===== config.mk =====
export PLATFORM = sky130hd
export DESIGN_NAME = demux_dispatch_ctrl_flat
export DESIGN_NICKNAME = d
export VERILOG_FILES = /design/src/rtl/demux_dispatch_if.sv /design/src/rtl/demux_dispatch_ctrl.sv /design/src/flat_wrapper.sv
export SDC_FILE = /design/constraint.sdc
export NUM_CORES = 1
export LEC_CHECK = 0
export ABC_AREA = 0
export ABC_CLOCK_PERIOD_IN_PS = 4950
export CAP_MARGIN = 10
export CORE_ASPECT_RATIO = 0.7
export CORE_MARGIN = 5
export CORE_UTILIZATION = 25
export CTS_BUF_LIST = sky130_fd_sc_hd__clkbuf_16
export CTS_CLUSTER_DIAMETER = 40
export DETAILED_ROUTE_END_ITERATION = 10
export GPL_ROUTABILITY_DRIVEN = 0
export HOLD_SLACK_MARGIN = 0.15
export PLACE_DENSITY_LB_ADDON = 0.2
export SLEW_MARGIN = 30
export SYNTH_ARGS = -nofsm -noshare
export SYNTH_HDL_FRONTEND = slang
export SYNTH_SLANG_ARGS = --single-unit

===== constraint.sdc =====
create_clock -name clk -period 4.95 [get_ports clk]
set_input_delay 1.485 -clock clk [delete_from_list [all_inputs] [get_ports clk]]
set_output_delay 1.485 -clock clk [all_outputs]
set_load 0.02 [all_outputs]

===== src/rtl/demux_dispatch_if.sv =====
// demux_dispatch_if
// Bundles the source handshake, the per-channel consumer handshake, the
// demux drive signals and the drop status of the demux dispatch sequencer.
//   slave  : the dispatch controller (consumes in_*, mode, ch_ready;
//            drives in_ready, ch_valid, dmx_a, dmx_sel, busy, drop_*)
//   master : the surrounding system / testbench (the opposite directions)
// Signals:
//   in_valid, in_ready, in_data[DATA_W], in_dest[2], mode  - source side
//   ch_ready[4], ch_valid[4]                               - consumer side
//   dmx_a[DATA_W], dmx_sel[2]                              - demux inputs
//   busy, drop_pulse, drop_count[DROP_W]                   - status
interface demux_dispatch_if #(
  parameter int DATA_W = 2,
  parameter int DROP_W = 8
);
  logic              in_valid;
  logic              in_ready;
  logic [DATA_W-1:0] in_data;
  logic [1:0]        in_dest;
  logic              mode;
  logic [3:0]        ch_ready;
  logic [3:0]        ch_valid;
  logic [DATA_W-1:0] dmx_a;
  logic [1:0]        dmx_sel;
  logic              busy;
  logic              drop_pulse;
  logic [DROP_W-1:0] drop_count;

  modport slave (
    input  in_valid, in_data, in_dest, mode, ch_ready,
    output in_ready, ch_valid, dmx_a, dmx_sel, busy, drop_pulse, drop_count
  );

  modport master (
    output in_valid, in_data, in_dest, mode, ch_ready,
    input  in_ready, ch_valid, dmx_a, dmx_sel, busy, drop_pulse, drop_count
  );
endinterface


===== src/rtl/demux_dispatch_ctrl.sv =====
// demux_dispatch_ctrl
// Sequencer for a DATA_W-bit 1-to-4 demultiplexer. Accepts one word from a
// valid/ready source, picks a channel (round-robin or directed by in_dest),
// drives the demux A/SEL inputs and raises a one-hot valid towards the
// chosen consumer until it is taken. A consumer that stalls for TIMEOUT
// HOLD cycles loses the word; the drop is pulsed and counted (saturating).
// Ports:
//   clk   - rising-edge clock
//   rst_n - synchronous active-low reset
//   bus   - demux_dispatch_if.slave (source, consumer, demux and status)
module demux_dispatch_ctrl #(
  parameter int DATA_W  = 2,
  parameter int TIMEOUT = 15,
  parameter int DROP_W  = 8
) (
  input  logic             clk,
  input  logic             rst_n,
  demux_dispatch_if.slave  bus
);

  typedef enum logic {
    IDLE = 1'b0,
    HOLD = 1'b1
  } state_t;

  localparam logic [7:0] TIMER_LAST = 8'(TIMEOUT - 1);

  state_t            state;
  state_t            state_next;
  logic [DATA_W-1:0] dmx_a_q;
  logic [1:0]        dmx_sel_q;
  logic [3:0]        ch_valid_q;
  logic [1:0]        rr_ptr;
  logic              rr_word;
  logic [7:0]        timer;
  logic              drop_pulse_q;
  logic [DROP_W-1:0] drop_count_q;

  logic       accept;
  logic [1:0] dest;
  logic       sel_ready;
  logic       expire;
  logic       done;
  logic       drop;
  logic       leave;

  assign accept    = (state == IDLE) && bus.in_valid;
  assign dest      = bus.mode ? bus.in_dest : rr_ptr;
  assign sel_ready = bus.ch_ready[dmx_sel_q];
  assign expire    = (timer == TIMER_LAST);
  // A ready on the expiry edge still counts as a transfer, so drop is
  // qualified by !sel_ready.
  assign done      = (state == HOLD) && sel_ready;
  assign drop      = (state == HOLD) && !sel_ready && expire;
  assign leave     = done || drop;

  always_ff @(posedge clk) begin
    if (!rst_n) begin
      state <= IDLE;
    end else begin
      state <= state_next;
    end
  end

  always_comb begin
    state_next = state;
    case (state)
      IDLE: if (accept) state_next = HOLD;
      HOLD: if (leave)  state_next = IDLE;
      default: state_next = IDLE;
    endcase
  end

  // Datapath: the demux inputs are captured at accept and held until the
  // next accept; ch_valid is registered so it is clean for the whole HOLD.
  always_ff @(posedge clk) begin
    if (!rst_n) begin
      dmx_a_q      <= '0;
      dmx_sel_q    <= '0;
      ch_valid_q   <= '0;
      rr_ptr       <= '0;
      rr_word      <= 1'b0;
      timer        <= '0;
      drop_pulse_q <= 1'b0;
      drop_count_q <= '0;
    end else begin
      drop_pulse_q <= drop;
      if (accept) begin
        dmx_a_q    <= bus.in_data;
        dmx_sel_q  <= dest;
        ch_valid_q <= 4'b0001 << dest;
        rr_word    <= !bus.mode;
        timer      <= '0;
      end else if (leave) begin
        ch_valid_q <= '0;
        // Only round-robin words advance the pointer, completed or dropped.
        if (rr_word) begin
          rr_ptr <= dmx_sel_q + 2'd1;
        end
      end else if (state == HOLD) begin
        timer <= timer + 8'd1;
      end
      if (drop && (drop_count_q != {DROP_W{1'b1}})) begin
        drop_count_q <= drop_count_q + 1'b1;
      end
    end
  end

  assign bus.in_ready   = (state == IDLE);
  assign bus.busy       = (state == HOLD);
  assign bus.ch_valid   = ch_valid_q;
  assign bus.dmx_a      = dmx_a_q;
  assign bus.dmx_sel    = dmx_sel_q;
  assign bus.drop_pulse = drop_pulse_q;
  assign bus.drop_count = drop_count_q;

endmodule


===== src/flat_wrapper.sv =====
// flat-port wrapper written by rule: the top's interface ports become plain ports
module demux_dispatch_ctrl_flat 
#(
  parameter int DATA_W  = 2,
  parameter int TIMEOUT = 15,
  parameter int DROP_W  = 8
)
  (clk, rst_n, bus_in_valid, bus_in_data, bus_in_dest, bus_mode, bus_ch_ready, bus_in_ready, bus_ch_valid, bus_dmx_a, bus_dmx_sel, bus_busy, bus_drop_pulse, bus_drop_count);
  demux_dispatch_if #(.DATA_W(DATA_W), .DROP_W(DROP_W)) bus_i ();
  input  logic clk;
  input  logic rst_n;
  input wire logic [$bits(bus_i.in_valid)-1:0] bus_in_valid;
  input wire logic [$bits(bus_i.in_data)-1:0] bus_in_data;
  input wire logic [$bits(bus_i.in_dest)-1:0] bus_in_dest;
  input wire logic [$bits(bus_i.mode)-1:0] bus_mode;
  input wire logic [$bits(bus_i.ch_ready)-1:0] bus_ch_ready;
  output wire logic [$bits(bus_i.in_ready)-1:0] bus_in_ready;
  output wire logic [$bits(bus_i.ch_valid)-1:0] bus_ch_valid;
  output wire logic [$bits(bus_i.dmx_a)-1:0] bus_dmx_a;
  output wire logic [$bits(bus_i.dmx_sel)-1:0] bus_dmx_sel;
  output wire logic [$bits(bus_i.busy)-1:0] bus_busy;
  output wire logic [$bits(bus_i.drop_pulse)-1:0] bus_drop_pulse;
  output wire logic [$bits(bus_i.drop_count)-1:0] bus_drop_count;
  assign bus_i.in_valid = bus_in_valid;
  assign bus_i.in_data = bus_in_data;
  assign bus_i.in_dest = bus_in_dest;
  assign bus_i.mode = bus_mode;
  assign bus_i.ch_ready = bus_ch_ready;
  assign bus_in_ready = bus_i.in_ready;
  assign bus_ch_valid = bus_i.ch_valid;
  assign bus_dmx_a = bus_i.dmx_a;
  assign bus_dmx_sel = bus_i.dmx_sel;
  assign bus_busy = bus_i.busy;
  assign bus_drop_pulse = bus_i.drop_pulse;
  assign bus_drop_count = bus_i.drop_count;
  demux_dispatch_ctrl #(.DATA_W(DATA_W), .TIMEOUT(TIMEOUT), .DROP_W(DROP_W)) u_core (.clk(clk), .rst_n(rst_n), .bus(bus_i));
endmodule

# Word-level counts from Yosys, hierarchy flattened
# Cells that the tools add are included.
[totals]
reg_bits = 29
in_bits = 12
out_inout_bits = 19
elab_cells = 40
[classes]
n_addsub = 3
magnitude_cmp = 1
eq_ne = 2
shift = 1
mux = 8
bitwise_logic = 4
n_reduce_logical = 12
[ops]
columns = ["operator", "count"]
rows = [
  ["8-bit by 1-bit adder with 8-bit output, second input constant", 2],
  ["8-bit by 4-bit == test with 1-bit output, second input constant", 1],
  ["4-bit two-way mux", 2],
  ["8-bit inequality test, second input constant", 1],
  ["1-bit logical AND", 5],
  ["1-bit NOT", 4],
  ["1-bit by 2-bit << shifter with 4-bit output, first input constant", 1],
  ["2-bit by 3-bit less-than comparator with 1-bit output, second input constant", 1],
  ["1-bit two-way mux", 3],
  ["3-bit AND reduction", 1],
  ["2-bit by 1-bit adder with 2-bit output, second input constant", 1],
  ["1-bit binary-select mux with 2-bit select", 1],
  ["1-bit zero test", 2],
  ["2-bit two-way mux", 1],
  ["1-bit case mux with 2 select lines", 1],
  ["2-bit AND reduction", 1],
  ["2-bit nonzero test", 1],
  ["2-bit OR reduction", 1],
  ["1-bit logical OR", 1],
]

# Logic depth before layout (Yosys ltp)
# Gate-level depths: netlist of the first run.
[logic_depth]
ltp_word = 8
depth_mapped = 8
mapped_depth_nobuf = 6

# Worst setup path after synthesis of the first run
# No wires, ideal clock.
[synth_timing]
path_kind = "input port to flip-flop"
from = "input port bus_ch_ready[3]"
to = "register u_core.drop_count_q[6] (netlist: u_core.bus.drop_count[6])"
setup_time_ns = 0.115
arrival_ns = 2.883
required_time_ns = 4.835
path_slack_ns = 1.951
stages = 4
n_path_buf = 0
path_cell_list = "mux4_2 nand4b_4 or4_1 and3_1"
[synth_via]
elab_chain_cells = 6
[synth_lines]
columns = ["element", "line_no", "source"]
rows = [
  ["start: declaration", "flat_wrapper.sv:16", "input wire logic [$bits(bus_i.ch_ready)-1:0] bus_ch_ready;"],
  ["1-bit binary-select mux with 2-bit select", "demux_dispatch_ctrl.sv:49", "assign sel_ready = bus.ch_ready[dmx_sel_q];"],
  ["1-bit two-way mux (not written as such)", "demux_dispatch_ctrl.sv:49", ""],
  ["1-bit zero test", "demux_dispatch_ctrl.sv:54", "assign drop = (state == HOLD) && !sel_ready && expire;"],
  ["1-bit logical AND (2 in series)", "demux_dispatch_ctrl.sv:54", ""],
  ["1-bit logical AND", "demux_dispatch_ctrl.sv:103", "if (drop && (drop_count_q != {DROP_W{1'b1}})) begin"],
  ["end signal: assignment", "demux_dispatch_ctrl.sv:104", "drop_count_q <= drop_count_q + 1'b1;"],
  ["end: declaration", "demux_dispatch_ctrl.sv:37", "logic [DROP_W-1:0] drop_count_q;"],
]
# Every way passes these cells. The select of a mux whose other input is x is not followed.
# A chain may end at the register's enable or synchronous reset.

# Worst setup path after layout of the first run
[layout_timing]
from = "input port bus_ch_ready[0]"
to = "register u_core.drop_count_q[6] (netlist: u_core.bus.drop_count[6])"
# The elaborated chain is that of the path after synthesis.

==> flow_summary.toml, run 1 <==
[yosys]
synthMuxAreaShare_pct = 4.587
synth_cell_types = 43
yosys.area_share.adder_pct = 2.752
syn_nets = 161
synth_compound_area_share_pct = 17.52
syn_area_mm2 = 0.001364
synthSimpleGateAreaFrac_pct = 21.74
synth_top_family_by_area = "simple AND/OR/NAND/NOR gates"
ys_ff_latch = 29
synth_cells = 146
yosysSeqAreaShare_pct = 42.57
yosysWarnings = 0
synth_xor_area_share_pct = 5.138
syn_area_per_cell_um2 = 9.341

[sta]
hold_ws_ns = 0.4709
period_needed_ns = 3.322
finalCritPeriodShare_pct = 67.11
skew_ns = 0.003356
rsz0062_at_grt = "no"
setup_viol = 0
finalHoldViolations = 0
finalSetupTns_ns = 0
slew_viol_final = 0
fmax_ghz = 0.3010
layout_setup_ws_ns = 1.628
tightest_slew_ns = 0.5387
slew_headroom_pct = 63.16

[worst_hold_path]
whs_path_depth = 1
hp-start = "u_core.bus.ch_valid[0]"
min_to = "u_core.bus.ch_valid[0]"
hold_path.class = "reg -> reg"

[floorplanning]
io_pins = 31
start_util_pct = 25.94
core_area_mm2 = 0.005258
die_y_um = 71.80
row_count = 22
die_w_um = 98.28
die-area_mm2 = 0.007056

[cts]
clkSinkCount = 29
numCtsBuffers = 5
tritoncts = "done"
hold_buffers = 0
htreeDepth = 2
postCtsSetupRepairBufs = 0
clkLatencyLatePin_ns = 0.27
clockBufferDepth = 2
path_clk_slew_ns = 0.05
cts-root-buf = "clkbuf_16"
cts_resized = 0

[pwr]
p_per_area_mw_per_mm2 = 312.9
combPwrFrac_pct = 9.7
total_leakage_power_nw = 0.6394
switchingPower_mw = 0.1315
p_int_mw = 0.4491
seqPwrFrac_pct = 42.4
swShare_pct = 22.65
ir_drop_v = 0.0001607
report.power.total_mw = 0.5805
clockPowerShare_pct = 47.9

[route]
ant_nets = 0
drc_errors = 0
wl_per_cell_um = 12.62
routed_wl_um = 3154
dr.pass1.iters = 4
vias = 1182
drt_iter0_markers = 51
vias_per_cell = 4.728

[global_route]
grt_max_degree = 18
grt_antenna_before_repair = 0
gr-total-overflow = 0
grt.total_usage_pct = 9.275
grt_pass1_wl_um = 5333
grt_pass1_vias = 1099

[final_layout]
nets = 192
mostFrequentLayoutCell = "clkdlybuf4s50_1"
syn2layout_area_growth_pct = 36.06
final_cell_mix = "clkdlybuf4s50_1, dfxtp_1, nor2_1"
diodes = 0
layout-drive-gt1-share_pct = 7.865
design_area_mm2 = 0.001856

[worst_setup_path]
r2r_slack_ns = 2.78
cp.arrival_ns = 3.48
start_kind = "primary input"
crit_fanout = 17
worst_setup_path_end_kind = "flop"
cp.required_ns = 5.11
cp-startpoint = "bus_ch_ready[0]"
r2r_cells = 4
crit_type = "in -> reg"
r2r_end = "u_core.bus.drop_count[6]"
r2r_start = "u_core.bus.dmx_sel[0]"

[outcome]
status = "finished clean"

[placed_design]
dpl-instance-area_mm2 = 0.001718
port_buffers = 30
hpwl_um = 2289
pre_cts_ws_ns = 1.348

[job]
drv_cap = 0
per-stage QoR:
stage | utilization [%] | std cells
6_report | 35.29 | 250
5_1_grt | 35.29 | 250
4_1_cts | 35.29 | 250
3_5_place_dp | 32.67 | 242
3_3_place_gp | 32.67 | 242
2_1_floorplan | - | 146
power groups by stage:
stage / Sequential [mW] / Combinational (mW) / Clock [mW]
after CTS: 0.246 / 0.0567 / 0.285
after global routing: 0.247 / 0.0611 / 0.301
after floorplan: 0.255 / 0.0267 / 0
after detailed placement: 0.251 / 0.0563 / 0
after global placement: 0.251 / 0.0556 / 0
final: 0.246 / 0.0561 / 0.278
sequential cells by signal, summed over array words and instances, names as in the netlist:
name,cells
u_core.bus.busy,1
u_core.bus.ch_valid,4
u_core.bus.dmx_a,2
u_core.bus.dmx_sel,2
u_core.bus.drop_count,8
u_core.bus.drop_pulse,1
u_core.rr_ptr,2
u_core.rr_word,1
u_core.timer,8
cell type report:
cell class / count / area, µm²
fill: 515 / 3402
multi-input combinational: 101 / 705.7
sequential: 29 / 580.6
timing repair buffer: 31 / 307.8
clock buffer: 5 / 125.1
tap: 72 / 90.09
inverter: 9 / 33.78
clock inverter: 3 / 12.51
logic make-up (layout without fill, tap and decap cells):
family,count (synthesis),after routing
DFF,29,29
muxes,5,5
adders and majority gates,3,3
and+or+nand+nor,51,51
buffers and inverters,16,48
AOI/OAI and AO/OA,34,34
xor gates and xnor gates,8,8
worst max-delay path, stage by stage:
cell	delay (ns)
clkdlybuf4s50_1	0.41
mux4_2	0.57
nand4b_4	0.33
or4_1	0.51
and3_1	0.18
layer usage:
metal,up-vias,GRT usage (%),share of wire (%),routed length (µm)
li1,591,-,-,-
met2,23,13.33,44,1382
met5,-,0,0,0
met4,0,3.182,0.98,31
met1,563,12.51,50,1583
met3,5,3.794,4.9,155
Yosys cell counts:
cell | instances | area [µm²]
or2_2 | 1 | 6.260
clkbuf_8 | 1 | 13.76
nor4_1 | 1 | 6.260
and4b_1 | 1 | 10.01
and3_1 | 1 | 6.260
dfxtp_1 | 29 | 580.6
o41ai_1 | 2 | 17.52
inv_1 | 9 | 33.78
xor2_1 | 1 | 8.760
o21a_1 | 2 | 15.01
a2111oi_0 | 2 | 17.52
nor2_1 | 18 | 67.56
or4_1 | 4 | 30.03
o31a_1 | 1 | 8.760
nand4b_4 | 1 | 23.77
o21ai_0 | 3 | 15.01
nand4_1 | 1 | 6.260
nand2b_1 | 2 | 12.51
nand2_1 | 7 | 26.28
nor3_4 | 1 | 16.27
ha_1 | 3 | 37.54
o31ai_1 | 3 | 22.52
xnor2_1 | 7 | 61.31
nor4b_1 | 1 | 8.760
a22o_1 | 2 | 17.52
o22ai_1 | 1 | 6.260
and4_1 | 2 | 17.52
or3_2 | 1 | 7.510
a21oi_1 | 9 | 45.04
or3b_2 | 1 | 8.760
a211oi_1 | 5 | 37.54
clkdlybuf4s50_2 | 1 | 11.26
and2_1 | 1 | 6.260
mux2i_1 | 4 | 40.04
nor2b_1 | 1 | 6.260
o2bb2ai_1 | 1 | 8.760
a2bb2o_1 | 1 | 10.01
clkbuf_1 | 5 | 18.77
o311ai_1 | 1 | 8.760
mux4_2 | 1 | 22.52
a21o_2 | 1 | 8.760
nor3_1 | 1 | 5.000
nand3_1 | 5 | 25.02
worst max-delay path by stage:
stage / cells after the start / endpoint
floorplan: 4 / u_core.bus.drop_count[6]
global placement: 5 / u_core.bus.drop_count[6]
detailed placement: 5 / u_core.bus.drop_count[6]
CTS: 5 / u_core.bus.drop_count[6]
global route: 5 / u_core.bus.drop_count[6]
finish: 5 / u_core.bus.drop_count[6]
Power figures use the tool's default switching activity.
==> inputs of run 2 (changes only) <==
Settings changed: ABC_CLOCK_PERIOD_IN_PS 4950 to 2800.
Clock period 4.95 ns to 2.8 ns, I/O delays scaled along.
==> run 2 against run 1 <==
  * Core utilization grew 0.57 points
  * Sequential share of layout area shrank 0.50 points
  * Combinational power increased by 85%
  * Via count increased by 1.3%
  * Critical endpoint unchanged
  * Global-route usage rose by 0.86 points
  * Non-clock buffer count is 4 higher
  * Sequential cell count unchanged
  * Die area did not move
  * Largest power group unchanged
==> flow_summary.toml, run 2 (synthesized netlist as in run 1, its figures left out) <==
[final_layout]
design_area_mm2 = 0.001886
diodes = 0
stdcell_count = 254
nets = 196
mostFrequentLayoutCell = "clkdlybuf4s50_1"
fin_util_pct = 35.86
final_cell_mix = "clkdlybuf4s50_1, dfxtp_1, nor2_1"
syn2layout_area_growth_pct = 38.26
layout-drive-gt1-share_pct = 9.890

[sta]
finalCritPeriodShare_pct = 91.21
finalHoldViolations = 0
skew_ns = 0.004335
period_needed_ns = 2.554
finalSetupTns_ns = 0
setup_viol = 0
slew_headroom_pct = 66.75
layout_setup_ws_ns = 0.2461
slew_viol_final = 0
rsz0062_at_grt = "no"
fmax_ghz = 0.3916
hold_ws_ns = 0.4613
tightest_slew_ns = 0.4861

[cts]
clockBufferDepth = 2
hold_buffers = 0
path_clk_slew_ns = 0.05
cts-root-buf = "clkbuf_16"
numCtsBuffers = 5
clkLatencyLatePin_ns = 0.27
clkSinkCount = 29
tritoncts = "done"
htreeDepth = 2
postCtsSetupRepairBufs = 0
cts_resized = 0

[route]
drc_errors = 0
vias_per_cell = 4.713
wl_per_cell_um = 13.08
dr.pass1.iters = 4
vias = 1197
drt_iter0_markers = 21
ant_nets = 0
routed_wl_um = 3322

[worst_setup_path]
crit_chain = "clkdlybuf4s50_1, mux4_2, nand4b_4, or4_1, and3_1"
critPathTopFamily = "simple AND/OR/NAND/NOR gates"
cp.required_ns = 2.96
worst_setup_path_end_kind = "flop"
start_kind = "primary input"
cp.arrival_ns = 2.72
cpPeakStageDelay_ns = 0.52
cp_slowest_cell = "or4_1"
cp.buffers_inverters = 1
crit_type = "in -> reg"
cp-startpoint = "bus_ch_ready[3]"
crit_fanout = 15
r2r_start = "u_core.bus.dmx_sel[0]"

[pwr]
swShare_pct = 22.60
combPwrFrac_pct = 10.1
ir_drop_v = 0.0002640
switchingPower_mw = 0.2331
clockPowerShare_pct = 47.7
seqPwrFrac_pct = 42.2
report.power.total_mw = 1.031
p_int_mw = 0.7980
p_per_area_mw_per_mm2 = 546.8
total_leakage_power_nw = 0.6583

[placed_design]
hpwl_um = 2520
dpl-instance-area_mm2 = 0.001748
placed_cells_incl_taps = 246
pre_cts_ws_ns = -0.04682
port_buffers = 30

[global_route]
grt_pass1_wl_um = 5685
grt_pass1_vias = 1241
grt_antenna_before_repair = 0
grt.total_usage_pct = 10.14
grt_max_degree = 16
gr-total-overflow = 0

[outcome]
status = "finished clean"

[worst_hold_path]
hold_path.class = "reg -> reg"
hp-start = "u_core.rr_ptr[1]"

[floorplanning]
io_pins = 31
core_area_mm2 = 0.005258
die_y_um = 71.80
start_util_pct = 25.94
die_w_um = 98.28
die-area_mm2 = 0.007056
row_count = 22

[job]
drv_cap = 0
run 2: power by group through the flow:
stage,Combinational [mW],Clock [mW],Sequential [mW]
after floorplan,0.0473,0,0.450
after global placement,0.104,0,0.443
after detailed placement,0.105,0,0.443
after CTS,0.105,0.511,0.435
after global routing,0.114,0.529,0.437
final,0.104,0.492,0.435
run 2: final cells by class:
class	count	area [µm²]
Fill cell	519	3372
Multi-Input combinational cell	101	705.7
Sequential cell	29	580.6
Timing Repair Buffer	35	337.8
Clock buffer	5	125.1
Tap cell	72	90.09
Inverter	9	33.78
Clock inverter	3	12.51
run 2: worst paths after layout:
check,endpoint,slack (ns),cells past startpoint
setup / recovery,u_core.bus.drop_count[6],0.25,5
hold / removal,u_core.rr_ptr[1],0.46,1
setup reg to reg,u_core.bus.drop_count[6],0.74,4
hold reg to reg,u_core.rr_ptr[1],0.46,1
run 2: layer usage:
layer	routed length (µm)	share of wire (%)	track usage (%)	vias to the layer above
met4	86	2.6	6.061	0
met3	147	4.4	3.891	8
met5	0	0	0	-
li1	-	-	-	596
met1	1626	49	12.00	570
met2	1462	44	15.66	23
==> inputs of run 3 (changes only) <==
Settings changed: CELL_PAD_IN_SITES_DETAIL_PLACEMENT set to 1, CELL_PAD_IN_SITES_GLOBAL_PLACEMENT set to 1.
==> run 3 against run 2 <==
  * Non-clock buffer count unchanged
  * Sequential power about the same
  * Total power shrank 0.42%
  * Critical path depth increased by 1
  * Sequential share of layout area up 0.082 points
  * Critical path type unchanged
  * Largest cell class unchanged
==> flow_summary.toml, run 3 (synthesized netlist as in run 1, its figures left out) <==
[outcome]
status = "finished clean"

[pwr]
switchingPower_mw = 0.2321
total_leakage_power_nw = 0.6581
clockPowerShare_pct = 47.3
swShare_pct = 22.60
seqPwrFrac_pct = 42.4
ir_drop_v = 0.0002284
p_per_area_mw_per_mm2 = 546.0
report.power.total_mw = 1.027
p_int_mw = 0.7947
combPwrFrac_pct = 10.3

[cts]
clockBufferDepth = 2
tritoncts = "done"
hold_buffers = 0
cts_resized = 0
htreeDepth = 2
clkLatencyLatePin_ns = 0.27
numCtsBuffers = 5
clkSinkCount = 29
postCtsSetupRepairBufs = 0
path_clk_slew_ns = 0.05
cts-root-buf = "clkbuf_16"

[worst_setup_path]
cp.required_ns = 3.00
crit_fanout = 12
cp.arrival_ns = 2.76
worst_setup_path_end_kind = "flop"
start_kind = "primary input"
crit_type = "in -> reg"

[floorplanning]
start_util_pct = 25.94
io_pins = 31
core_area_mm2 = 0.005258
die-area_mm2 = 0.007056
die_w_um = 98.28
die_y_um = 71.80
row_count = 22

[placed_design]
hpwl_um = 2719
dpl-instance-area_mm2 = 0.001748
pre_cts_ws_ns = -0.04856
port_buffers = 30

[final_layout]
nets = 196
design_area_mm2 = 0.001881
mostFrequentLayoutCell = "clkdlybuf4s50_1"
n_fill_cell = 615
layout-drive-gt1-share_pct = 9.392
syn2layout_area_growth_pct = 37.89
diodes = 0
final_cell_mix = "clkdlybuf4s50_1, dfxtp_1, nor2_1"
fin_util_pct = 35.77

[route]
drt_iter0_markers = 38
ant_nets = 0
drc_errors = 0
vias_per_cell = 4.711
routed_wl_um = 3523
vias = 1192
wl_per_cell_um = 13.92
dr.pass1.iters = 4

[global_route]
grt_pass1_wl_um = 6072
grt_pass1_vias = 1317
grt.total_usage_pct = 10.60
gr-total-overflow = 0
grt_max_degree = 13
grt_antenna_before_repair = 0

[sta]
rsz0062_at_grt = "no"
tightest_slew_ns = 0.6038
fmax_ghz = 0.3908
period_needed_ns = 2.559
finalCritPeriodShare_pct = 91.38
finalHoldViolations = 0
setup_viol = 0
skew_ns = 0.006086
slew_headroom_pct = 58.71
layout_setup_ws_ns = 0.2413
slew_viol_final = 0

[worst_hold_path]
hold_path.class = "reg -> reg"

[job]
drv_cap = 0
[run 3: cell count changes in the layout (fill, tap and decap cells not counted), sizes merged]
| cell | previous run | this run |
|---|---|---|
| clkinv | 3 | 1 |
| inv | 9 | 10 |
[run 3: routing by layer]
layer / vias to the layer above / track usage, % / part of all wire, %
met5: - / 0 / 0
met4: 0 / 3.182 / 0.48
met3: 2 / 3.696 / 4.0
met2: 23 / 17.30 / 46
met1: 574 / 13.24 / 49
li1: 593 / - / -
[run 3: worst paths after layout]
| check | from | endpoint | slack (ns) | depth (start not counted) |
|---|---|---|---|---|
| hold reg to reg | u_core.rr_ptr[1] | u_core.rr_ptr[1] | 0.47 | 1 |
| hold / removal | u_core.rr_ptr[1] | u_core.rr_ptr[1] | 0.47 | 1 |
| setup / recovery | bus_ch_ready[3] | u_core.bus.drop_count[2] | 0.24 | 6 |
| setup reg to reg | u_core.bus.dmx_sel[0] | u_core.bus.drop_count[2] | 0.72 | 5 |
[run 3: metrics by stage]
stage                     TNS (ns)  hold WS [ns]  instances
after floorplan                  0        0.4398        146
after global placement           0        0.4560        246
after detailed placement  -0.08922        0.4593        246
after CTS                        0        0.4776        253
after global routing             0        0.4930        253
final                            0        0.4724        253
[run 3: area by class of cell]
class	count	area (µm²)	share of cell area, %
multi-input cells	101	705.7	37.53
flip-flops and latches	29	580.6	30.87
repair buffers	35	337.8	17.96
clock buffers	5	125.1	6.653
well taps	72	90.09	4.790
inverters	9	33.78	1.796
clock inverters	2	7.507	0.3992
[run 3: critical path: stages]
cell and delay (ns):
clkdlybuf4s50_1 0.39, mux4_2 0.48, nand4b_4 0.28, buf_4 0.22, or4_1 0.39, a21oi_1 0.15
[run 3: power by group through the flow]
| stage | logic [mW] | registers, mW | clock network, mW |
|---|---|---|---|
| final | 0.105 | 0.436 | 0.486 |
| after global routing | 0.115 | 0.437 | 0.518 |
| after CTS | 0.107 | 0.436 | 0.498 |
| after detailed placement | 0.106 | 0.444 | 0 |
| after global placement | 0.104 | 0.443 | 0 |
| after floorplan | 0.0473 | 0.450 | 0 |
